[config.mk]
export PLATFORM = sky130hd
export DESIGN_NAME = data_mem_controller
export DESIGN_NICKNAME = d
export VERILOG_FILES = /design/src/rtl/data_mem_controller_pkg.sv /design/src/rtl/data_mem_controller_load_store_align.sv /design/src/rtl/data_mem_controller.sv
export SDC_FILE = /design/constraint.sdc
export NUM_CORES = 1
export LEC_CHECK = 0
export ABC_AREA = 1
export CAP_MARGIN = 20
export CORE_MARGIN = 2
export CORE_UTILIZATION = 40
export CTS_CLUSTER_DIAMETER = 30
export CTS_CLUSTER_SIZE = 24
export DETAILED_ROUTE_END_ITERATION = 6
export PLACE_DENSITY = 0.69
export SKIP_CTS_REPAIR_TIMING = 1
export SYNTH_ARGS = -nofsm -noshare
export SYNTH_HDL_FRONTEND = slang
export SYNTH_HIERARCHICAL = 1
export SYNTH_SLANG_ARGS = --single-unit
[constraint.sdc]
create_clock -name clk -period 3.6 [get_ports clk]
set_clock_uncertainty 0.05 [all_clocks]
set_input_delay 0.36 -clock clk [delete_from_list [all_inputs] [get_ports clk]]
set_output_delay 0.36 -clock clk [all_outputs]
set_load 0.1 [all_outputs]
[src/rtl/data_mem_controller_pkg.sv]
// Shared types and constants for the data memory controller: FSM states,
// funct3 access codes and the alignment/legality check.
package data_mem_controller_pkg;

   typedef enum logic [1:0] {
      S_IDLE   = 2'b00,
      S_ACCESS = 2'b01,
      S_FAULT  = 2'b10,
      S_DONE   = 2'b11
   } state_t;

   localparam logic [2:0] LB  = 3'b000;
   localparam logic [2:0] LH  = 3'b001;
   localparam logic [2:0] LW  = 3'b010;
   localparam logic [2:0] LBU = 3'b100;
   localparam logic [2:0] LHU = 3'b101;
   localparam logic [2:0] SB  = 3'b000;
   localparam logic [2:0] SH  = 3'b001;
   localparam logic [2:0] SW  = 3'b010;

   // Stores only accept the signed-size codes; unsigned codes are load-only.
   function automatic logic access_illegal(input logic       is_write,
                                           input logic [2:0] f3,
                                           input logic [1:0] addr_lo);
      logic bad;
      case (f3)
         LB:      bad = 1'b0;
         LH:      bad = addr_lo[0];
         LW:      bad = (addr_lo != 2'b00);
         LBU:     bad = is_write;
         LHU:     bad = is_write | addr_lo[0];
         default: bad = 1'b1;
      endcase
      return bad;
   endfunction

endpackage

[src/rtl/data_mem_controller_load_store_align.sv]
// Combinational byte-lane steering for stores and lane select plus
// sign/zero extension for loads.
module load_store_align
   import data_mem_controller_pkg::*;
(
   input  logic [2:0]  i_funct3,
   input  logic [1:0]  i_addr_lo,
   input  logic [31:0] i_wdata,
   input  logic [31:0] i_rdata_word,
   output logic [3:0]  o_be,
   output logic [31:0] o_wdata,
   output logic [31:0] o_rdata
);

   logic [7:0]  w_byte;
   logic [15:0] w_half;

   assign w_byte = 8'(i_rdata_word >> {i_addr_lo, 3'b000});
   assign w_half = 16'(i_rdata_word >> {i_addr_lo[1], 4'b0000});

   // Size is funct3[1:0] for both loads and stores.
   always_comb begin
      o_be    = 4'b0000;
      o_wdata = 32'h0000_0000;
      case (i_funct3[1:0])
         2'b00: begin
            o_be    = 4'b0001 << i_addr_lo;
            o_wdata = {4{i_wdata[7:0]}};
         end
         2'b01: begin
            o_be    = 4'b0011 << i_addr_lo;
            o_wdata = {2{i_wdata[15:0]}};
         end
         2'b10: begin
            o_be    = 4'b1111;
            o_wdata = i_wdata;
         end
         default: begin
            o_be    = 4'b0000;
            o_wdata = 32'h0000_0000;
         end
      endcase
   end

   always_comb begin
      o_rdata = 32'h0000_0000;
      case (i_funct3)
         LB:      o_rdata = {{24{w_byte[7]}}, w_byte};
         LH:      o_rdata = {{16{w_half[15]}}, w_half};
         LW:      o_rdata = i_rdata_word;
         LBU:     o_rdata = {24'h00_0000, w_byte};
         LHU:     o_rdata = {16'h0000, w_half};
         default: o_rdata = 32'h0000_0000;
      endcase
   end

endmodule

[src/rtl/data_mem_controller.sv]
// Load/store unit front end: latches one pipeline memory request, runs it on
// the external bus with an ack timeout, and reports aligned/extended results.
module data_mem_controller
   import data_mem_controller_pkg::*;
#(
   parameter int TIMEOUT_CYCLES = 255
)(
   input  logic        clk,
   input  logic        rstN,
   input  logic        MemRead,
   input  logic        MemWrite,
   input  logic [2:0]  funct3,
   input  logic [31:0] addr,
   input  logic [31:0] wdata,
   output logic [31:0] rdata,
   output logic        mem_ready,
   output logic        misaligned,
   output logic        bus_err,
   output logic        mem_req,
   output logic        mem_we,
   output logic [29:0] mem_addr,
   output logic [3:0]  mem_be,
   output logic [31:0] mem_wdata,
   input  logic [31:0] mem_rdata,
   input  logic        mem_ack
);

   localparam logic [7:0] LP_CNT_LAST = 8'(TIMEOUT_CYCLES - 1);

   state_t      r_state;
   state_t      w_next;
   logic [7:0]  r_cnt;
   logic [31:0] r_addr;
   logic [31:0] r_wdata;
   logic [2:0]  r_funct3;
   logic        r_we;
   logic        r_mem_req;
   logic        r_mem_ready;
   logic [31:0] r_rdata;
   logic        r_misaligned;
   logic        r_bus_err;

   logic        w_start;
   logic        w_start_we;
   logic        w_bad;
   logic        w_timeout;
   logic [3:0]  w_be;
   logic [31:0] w_wdata_st;
   logic [31:0] w_rdata_ext;

   // A simultaneous read and write request is treated as a read.
   assign w_start    = MemRead | MemWrite;
   assign w_start_we = MemWrite & ~MemRead;
   assign w_bad      = access_illegal(w_start_we, funct3, addr[1:0]);
   assign w_timeout  = (r_cnt == LP_CNT_LAST);

   load_store_align u_align (
      .i_funct3     (r_funct3),
      .i_addr_lo    (r_addr[1:0]),
      .i_wdata      (r_wdata),
      .i_rdata_word (mem_rdata),
      .o_be         (w_be),
      .o_wdata      (w_wdata_st),
      .o_rdata      (w_rdata_ext)
   );

   always_ff @(posedge clk) begin
      if (!rstN) begin
         r_state <= S_IDLE;
      end else begin
         r_state <= w_next;
      end
   end

   // Ack has priority over the timeout in the same cycle.
   always_comb begin
      w_next = r_state;
      case (r_state)
         S_IDLE: begin
            if (w_start) begin
               w_next = w_bad ? S_FAULT : S_ACCESS;
            end else begin
               w_next = S_IDLE;
            end
         end
         S_ACCESS: begin
            if (mem_ack || w_timeout) begin
               w_next = S_DONE;
            end else begin
               w_next = S_ACCESS;
            end
         end
         S_FAULT: w_next = S_DONE;
         S_DONE:  w_next = S_IDLE;
         default: w_next = S_IDLE;
      endcase
   end

   always_ff @(posedge clk) begin
      if (!rstN) begin
         r_cnt        <= 8'd0;
         r_addr       <= 32'h0000_0000;
         r_wdata      <= 32'h0000_0000;
         r_funct3     <= 3'b000;
         r_we         <= 1'b0;
         r_mem_req    <= 1'b0;
         r_mem_ready  <= 1'b1;
         r_rdata      <= 32'h0000_0000;
         r_misaligned <= 1'b0;
         r_bus_err    <= 1'b0;
      end else begin
         r_mem_req   <= (w_next == S_ACCESS);
         r_mem_ready <= (w_next == S_IDLE) || (w_next == S_DONE);
         case (r_state)
            S_IDLE: begin
               if (w_start) begin
                  r_addr       <= addr;
                  r_wdata      <= wdata;
                  r_funct3     <= funct3;
                  r_we         <= w_start_we;
                  r_cnt        <= 8'd0;
                  r_rdata      <= 32'h0000_0000;
                  r_misaligned <= 1'b0;
                  r_bus_err    <= 1'b0;
               end
            end
            S_ACCESS: begin
               r_cnt <= r_cnt + 8'd1;
               if (mem_ack) begin
                  if (!r_we) begin
                     r_rdata <= w_rdata_ext;
                  end
               end else if (w_timeout) begin
                  r_bus_err <= 1'b1;
                  r_rdata   <= 32'h0000_0000;
               end
            end
            S_FAULT: begin
               r_misaligned <= 1'b1;
               r_rdata      <= 32'h0000_0000;
            end
            default: ;
         endcase
      end
   end

   assign rdata      = r_rdata;
   assign mem_ready  = r_mem_ready;
   assign misaligned = r_misaligned;
   assign bus_err    = r_bus_err;
   assign mem_req    = r_mem_req;
   assign mem_we     = r_we & r_mem_req;
   assign mem_addr   = r_addr[31:2];
   assign mem_be     = r_mem_req ? w_be : 4'b0000;
   assign mem_wdata  = (r_mem_req && r_we) ? w_wdata_st : 32'h0000_0000;

endmodule
==> results of run 1 <==
cells in the final DEF (no fill, tap or decap), types with 2 or more instances in the layout:
cell / count
nand2_1: 272
nor2_4: 5
nor2_1: 254
buf_4: 43
nand4_1: 5
inv_2: 6
inv_4: 3
nand2_2: 12
o21ai_0: 80
nand2_4: 2
clkinv_2: 3
clkbuf_1: 4
a21oi_1: 20
ha_1: 7
clkbuf_16: 17
nand3_1: 68
inv_1: 86
nand3_4: 2
dfxtp_1: 114
clkdlybuf4s50_1: 168
bufinv_16: 5
through the flow:
| step | setup slack, ps | hold slack, ps | std cells |
|---|---|---|---|
| floorplan | 409 | 404 | 1029 |
| global placement | 1160 | 398 | 1373 |
| detailed placement | 1120 | 407 | 1373 |
| CTS | 664 | 418 | 1405 |
| global route | 413 | 431 | 1406 |
| finish | 702 | 415 | 1406 |
registers in the layout, indices dropped and copies added, names as in the netlist:
register / count
rdata: 32
bus_err: 1
misaligned: 1
r_cnt: 8
r_state: 2
r_wdata: 32
mem_ready: 1
mem_req: 1
r_funct3: 3
r_we: 1
r_addr: 32
cell usage after synthesis, drive strengths merged:
master,number,area (µm²)
dfxtp,114,2280
xor2,1,8.76
ha,7,87.6
nand3b,1,7.51
clkbuf,25,95.1
buf,59,443
and3,1,6.26
clkinv,1,3.75
o21ai,80,400
nand4,5,31.3
nand2,286,1120
a211oi,1,7.51
nand3,70,375
or2,1,6.26
a31oi,1,6.26
inv,95,364
nor3,1,5.00
nor2,260,1020
a21oi,20,100
per-layer routing:
layer | up-vias | GRT usage (%) | routed length, µm
met5 | - | 0 | 0
met4 | 0 | 8.35 | 492
met3 | 33 | 7.09 | 1690
met2 | 255 | 33.8 | 8120
met1 | 2928 | 28.4 | 8310
li1 | 3423 | - | -
cell type report:
type                            count  area share [%]
Clock buffer                       22            5.18
Inverter                           96            4.19
Timing Repair Buffer              213            23.2
Sequential cell                   114            26.0
Tap cell                          216            3.08
Clock inverter                     10            2.07
Multi-Input combinational cell    735            36.2
worst min-delay path: cells and delay by family (launching register included):
kind,cells,cell delay [ps]
AO/OA/AOI/OAI,1,50
flip-flops,1,300
AND/OR/NAND/NOR,1,60
path summary, 6_finish.rpt:
| check | startpoint | end | slack (ps) | cells past startpoint |
|---|---|---|---|---|
| setup / recovery | r_funct3[1]$_SDFFE_PN0P_ | mem_wdata[17] | 700 | 7 |
| hold / removal | misaligned$_SDFFE_PN0P_ | misaligned$_SDFFE_PN0P_ | 420 | 2 |
| setup reg to reg | r_state[1]$_SDFF_PN0_ | rdata[15]$_SDFFE_PN0P_ | 1240 | 11 |
| hold reg to reg | misaligned$_SDFFE_PN0P_ | misaligned$_SDFFE_PN0P_ | 420 | 2 |
cells by family (layout without fill, tap and decap cells):
kind of cell,after synthesis,in the layout,share of synthesized area [%]
xor gates and xnor gates,1,1,0.138
AOI/OAI and AO/OA,102,102,8.08
buffers and inverters,180,341,14.2
and+or+nand+nor,625,625,40.3
adders and majority gates,7,7,1.38
DFF,114,114,35.9
power by group:
part | internal (mW) | switching, mW
Combinational | 0.523 | 1.38
Sequential | 1.43 | 0.120
Clock | 1.24 | 0.577
==> results.yml, run 1 <==
cells_and_area:
  syn_to_final_growth_pct: 37.8
  drive_gt1_share_pct: 8.82
  fillCellCount: 1611
  n_antenna_cell: 0
  multi_input_area_um2: 3180
  seq_area_um2: 2280
  nNetsFinal: 1288
  fin_util_pct: 55.8
  fin_area_um2: 8770
timing:
  finalHoldViolCount: 0
  min_period_ps: 2900
  setup_viol: 0
  min_period_over_period_pct: 80.5
  tns_ps: 0
  rsz0062_at_grt: "false"
  worst_slew_pin_slew_ps: 1040
  maxSlewViolCount: 0
  fmax_mhz: 345
  max_slew_margin_pct: 30.2
die:
  io_pins: 207
  die_area_um2: 16900
  initial_core_util_pct: 40.5
  fp.dieW_um: 130
  die_y_um: 130
  row_count: 46
  core-area_um2: 15700
power:
  p_per_area_nw_per_um2: 601
  ir_drop_mv: 0.424
  p_total_mw: 5.27
  p_leak_nw: 4.14
worst_setup_path:
  critPathTopFamily: "buffers and inverters"
  criticalPathCategory: "flop to primary output"
  cp_num_buf_inv: 3
  crit_slowest_cell: "dfxtp_1"
  start_kind: "flop"
  arrival_ps: 2490
  end_kind: "primary output"
  max_stage_delay_ps: 750
  cp_max_fo: 18
  crit_required_ps: 3190
  worstPathCellList: "nand2_1 -> inv_1 -> nand2_1 -> o21ai_0 -> inv_1 -> nor2_1 -> buf_4"
global_route:
  antenna_found_initial: 0
  grt_max_degree: 70
  grt_pass1_wl_mm: 29.2
  overflow: 0
  track_usage_pct: 21.9
  grt_pass1_vias: 5901
run_status:
  outcome: "finished, final reports clean"
routing:
  detail_route.vias_per_cell: 4.72
  drc: 0
  routed_wl_mm: 18.6
  num_vias: 6639
  dr.pass1.iters: 6
  antenna_left: 0
  wl_per_cell_um: 13.2
  drt_iter0_markers: 506
clocking:
  cts_made_buffers: 17
  cts_tree: "built"
  clk_latency_ps: 410
  clk_path_buf_depth: 2
  cts.sinks: 114
  root_buffer: "clkbuf_16"
  path_clk_slew_ps: 50
  cts_max_level: 4
yosys:
  synth-seq-cells: 114
  ys_warn_count: 6
  netlist_area_um2: 6360
  postSynthCellCount: 1029
  synth_cell_types: 30
  yosysSeqAreaShare_pct: 35.9
  syn_nets: 1140
  syn_area_per_cell_um2: 6.19
placement:
  dp_hpwl_mm: 13.2
  io_buffer_count: 206
  place_congestion: 0.904
  placed_cell_area_um2: 8110
min_path:
  min_path_type: "flop to flop"
job:
  drv_cap: 0
(Power assumes the default switching activity.)
==> run 2, diff against run 1 <==
clock period = 2.9 ns   (was 3.6 ns; I/O delays follow)
==> results.yml, run 2 (synthesis gave the netlist of run 1 again) <==
timing:
  fmax_mhz: 374
  min_period_ps: 2680
  max_slew_margin_pct: 54.9
  maxSlewViolCount: 0
  finalHoldViolCount: 0
  setup_viol: 0
  rsz0062_at_grt: "false"
  min_period_over_period_pct: 92.3
  tns_ps: 0
  worst_slew_pin_slew_ps: 669
clocking:
  clk_path_buf_depth: 2
  cts_max_level: 4
  cts.sinks: 114
  path_clk_slew_ps: 60
  cts_made_buffers: 17
  clk_latency_ps: 410
  cts_tree: "built"
  root_buffer: "clkbuf_16"
global_route:
  grt_pass1_wl_mm: 30.2
  overflow: 0
  antenna_found_initial: 1
  grt_max_degree: 70
  track_usage_pct: 22.7
  grt_pass1_vias: 6025
power:
  p_leak_nw: 4.26
  ir_drop_mv: 0.447
  p_per_area_nw_per_um2: 718
die:
  die_y_um: 130
  die_area_um2: 16900
  core-area_um2: 15700
  row_count: 46
  fp.dieW_um: 130
  io_pins: 207
  initial_core_util_pct: 40.5
cells_and_area:
  layout_common_cells: "nand2_1, nor2_1, dfxtp_1, clkdlybuf4s50_1, buf_4"
  syn_to_final_growth_pct: 38.2
  nNetsFinal: 1292
  final_common_cell: "nand2_1"
  fin_area_um2: 8800
  drive_gt1_share_pct: 14.8
routing:
  antenna_left: 0
  drc: 0
  num_vias: 6670
  wl_per_cell_um: 13.5
  detail_route.vias_per_cell: 4.73
  routed_wl_mm: 19.0
  dr.pass1.iters: 6
  drt_iter0_markers: 472
worst_setup_path:
  cp_max_fo: 16
  crit_required_ps: 2560
  arrival_ps: 2340
  end_kind: "primary output"
  criticalPathCategory: "flop to primary output"
  start_kind: "flop"
placement:
  io_buffer_count: 206
  dp_hpwl_mm: 13.6
  placed_cell_area_um2: 8220
  place_congestion: 0.885
job:
  drv_cap: 0
run_status:
  outcome: "finished, final reports clean"
min_path:
  min_path_type: "primary input to flop"
[run 2: cell count changes in the layout (fill, tap and decap cells not counted)]
cell | before | now
buf_12 | 0 | 19
buf_16 | 1 | 0
buf_4 | 43 | 95
bufinv_16 | 5 | 2
clkbuf_1 | 4 | 1
clkdlybuf4s50_1 | 168 | 102
clkinv_2 | 3 | 1
clkinvlp_4 | 1 | 7
diode_2 | 0 | 1
inv_6 | 0 | 1
[run 2: path summary, 6_finish.rpt]
kind | endpoint | slack (ps) | start | cells past startpoint
worst max-delay path | mem_wdata[16] | 220 | r_funct3[1]$_SDFFE_PN0P_ | 8
worst min-delay path | rdata[9]$_SDFFE_PN0P_ | 250 | rstN | 3
worst max register to register | rdata[6]$_SDFFE_PN0P_ | 950 | r_state[1]$_SDFF_PN0_ | 7
worst min register to register | rdata[5]$_SDFFE_PN0P_ | 420 | rdata[5]$_SDFFE_PN0P_ | 2
[run 2: layout make-up]
cell class | count | area [µm²]
antenna | 1 | 2.50
sequential | 114 | 2280
timing repair buffer | 217 | 2120
clock buffer | 19 | 443
clock inverter | 12 | 135
multi-input combinational | 735 | 3180
fill | 1566 | 6920
tap | 216 | 270
inverter | 96 | 368
[run 2: critical path, stage by stage, from the launching register on]
cell and delay (ps):
dfxtp_1 440, buf_4 250, nand2_1 120, inv_1 420, nand2_1 100, o21ai_0 120
inv_1 60, nor2_1 200, buf_12 210
[run 2: layer usage]
| layer | share of wire [%] | up-vias | global-route usage, % |
|---|---|---|---|
| met4 | 2.2 | 0 | 7.97 |
| li1 | - | 3439 | - |
| met2 | 45 | 234 | 36.1 |
| met5 | 0 | - | 0 |
| met3 | 8.0 | 30 | 6.56 |
| met1 | 45 | 2967 | 29.5 |
[run 2: metrics by stage]
stage	hold slack, ps	setup WS (ps)	total power [mW]	cells	utilization [%]
floorplan	404	-221	3.82	1029	-
global placement	403	739	4.27	1378	52.3
detailed placement	410	684	4.29	1378	52.3
CTS	235	217	6.35	1409	56.0
global route	267	35.9	6.64	1410	56.0
finish	248	224	6.31	1410	56.0
[run 2: where the power goes]
group / total (mW) / switching (mW) / internal [mW]
logic: 2.35 / 1.73 / 0.623
clock network: 2.05 / 0.770 / 1.28
registers: 1.91 / 0.141 / 1.77
==> run 3, diff against run 2 <==
SKIP_LAST_GASP = 1   (was unset)
==> results of run 3 <==
No change in the layout: final DEF, timing and power equal those of run 2.
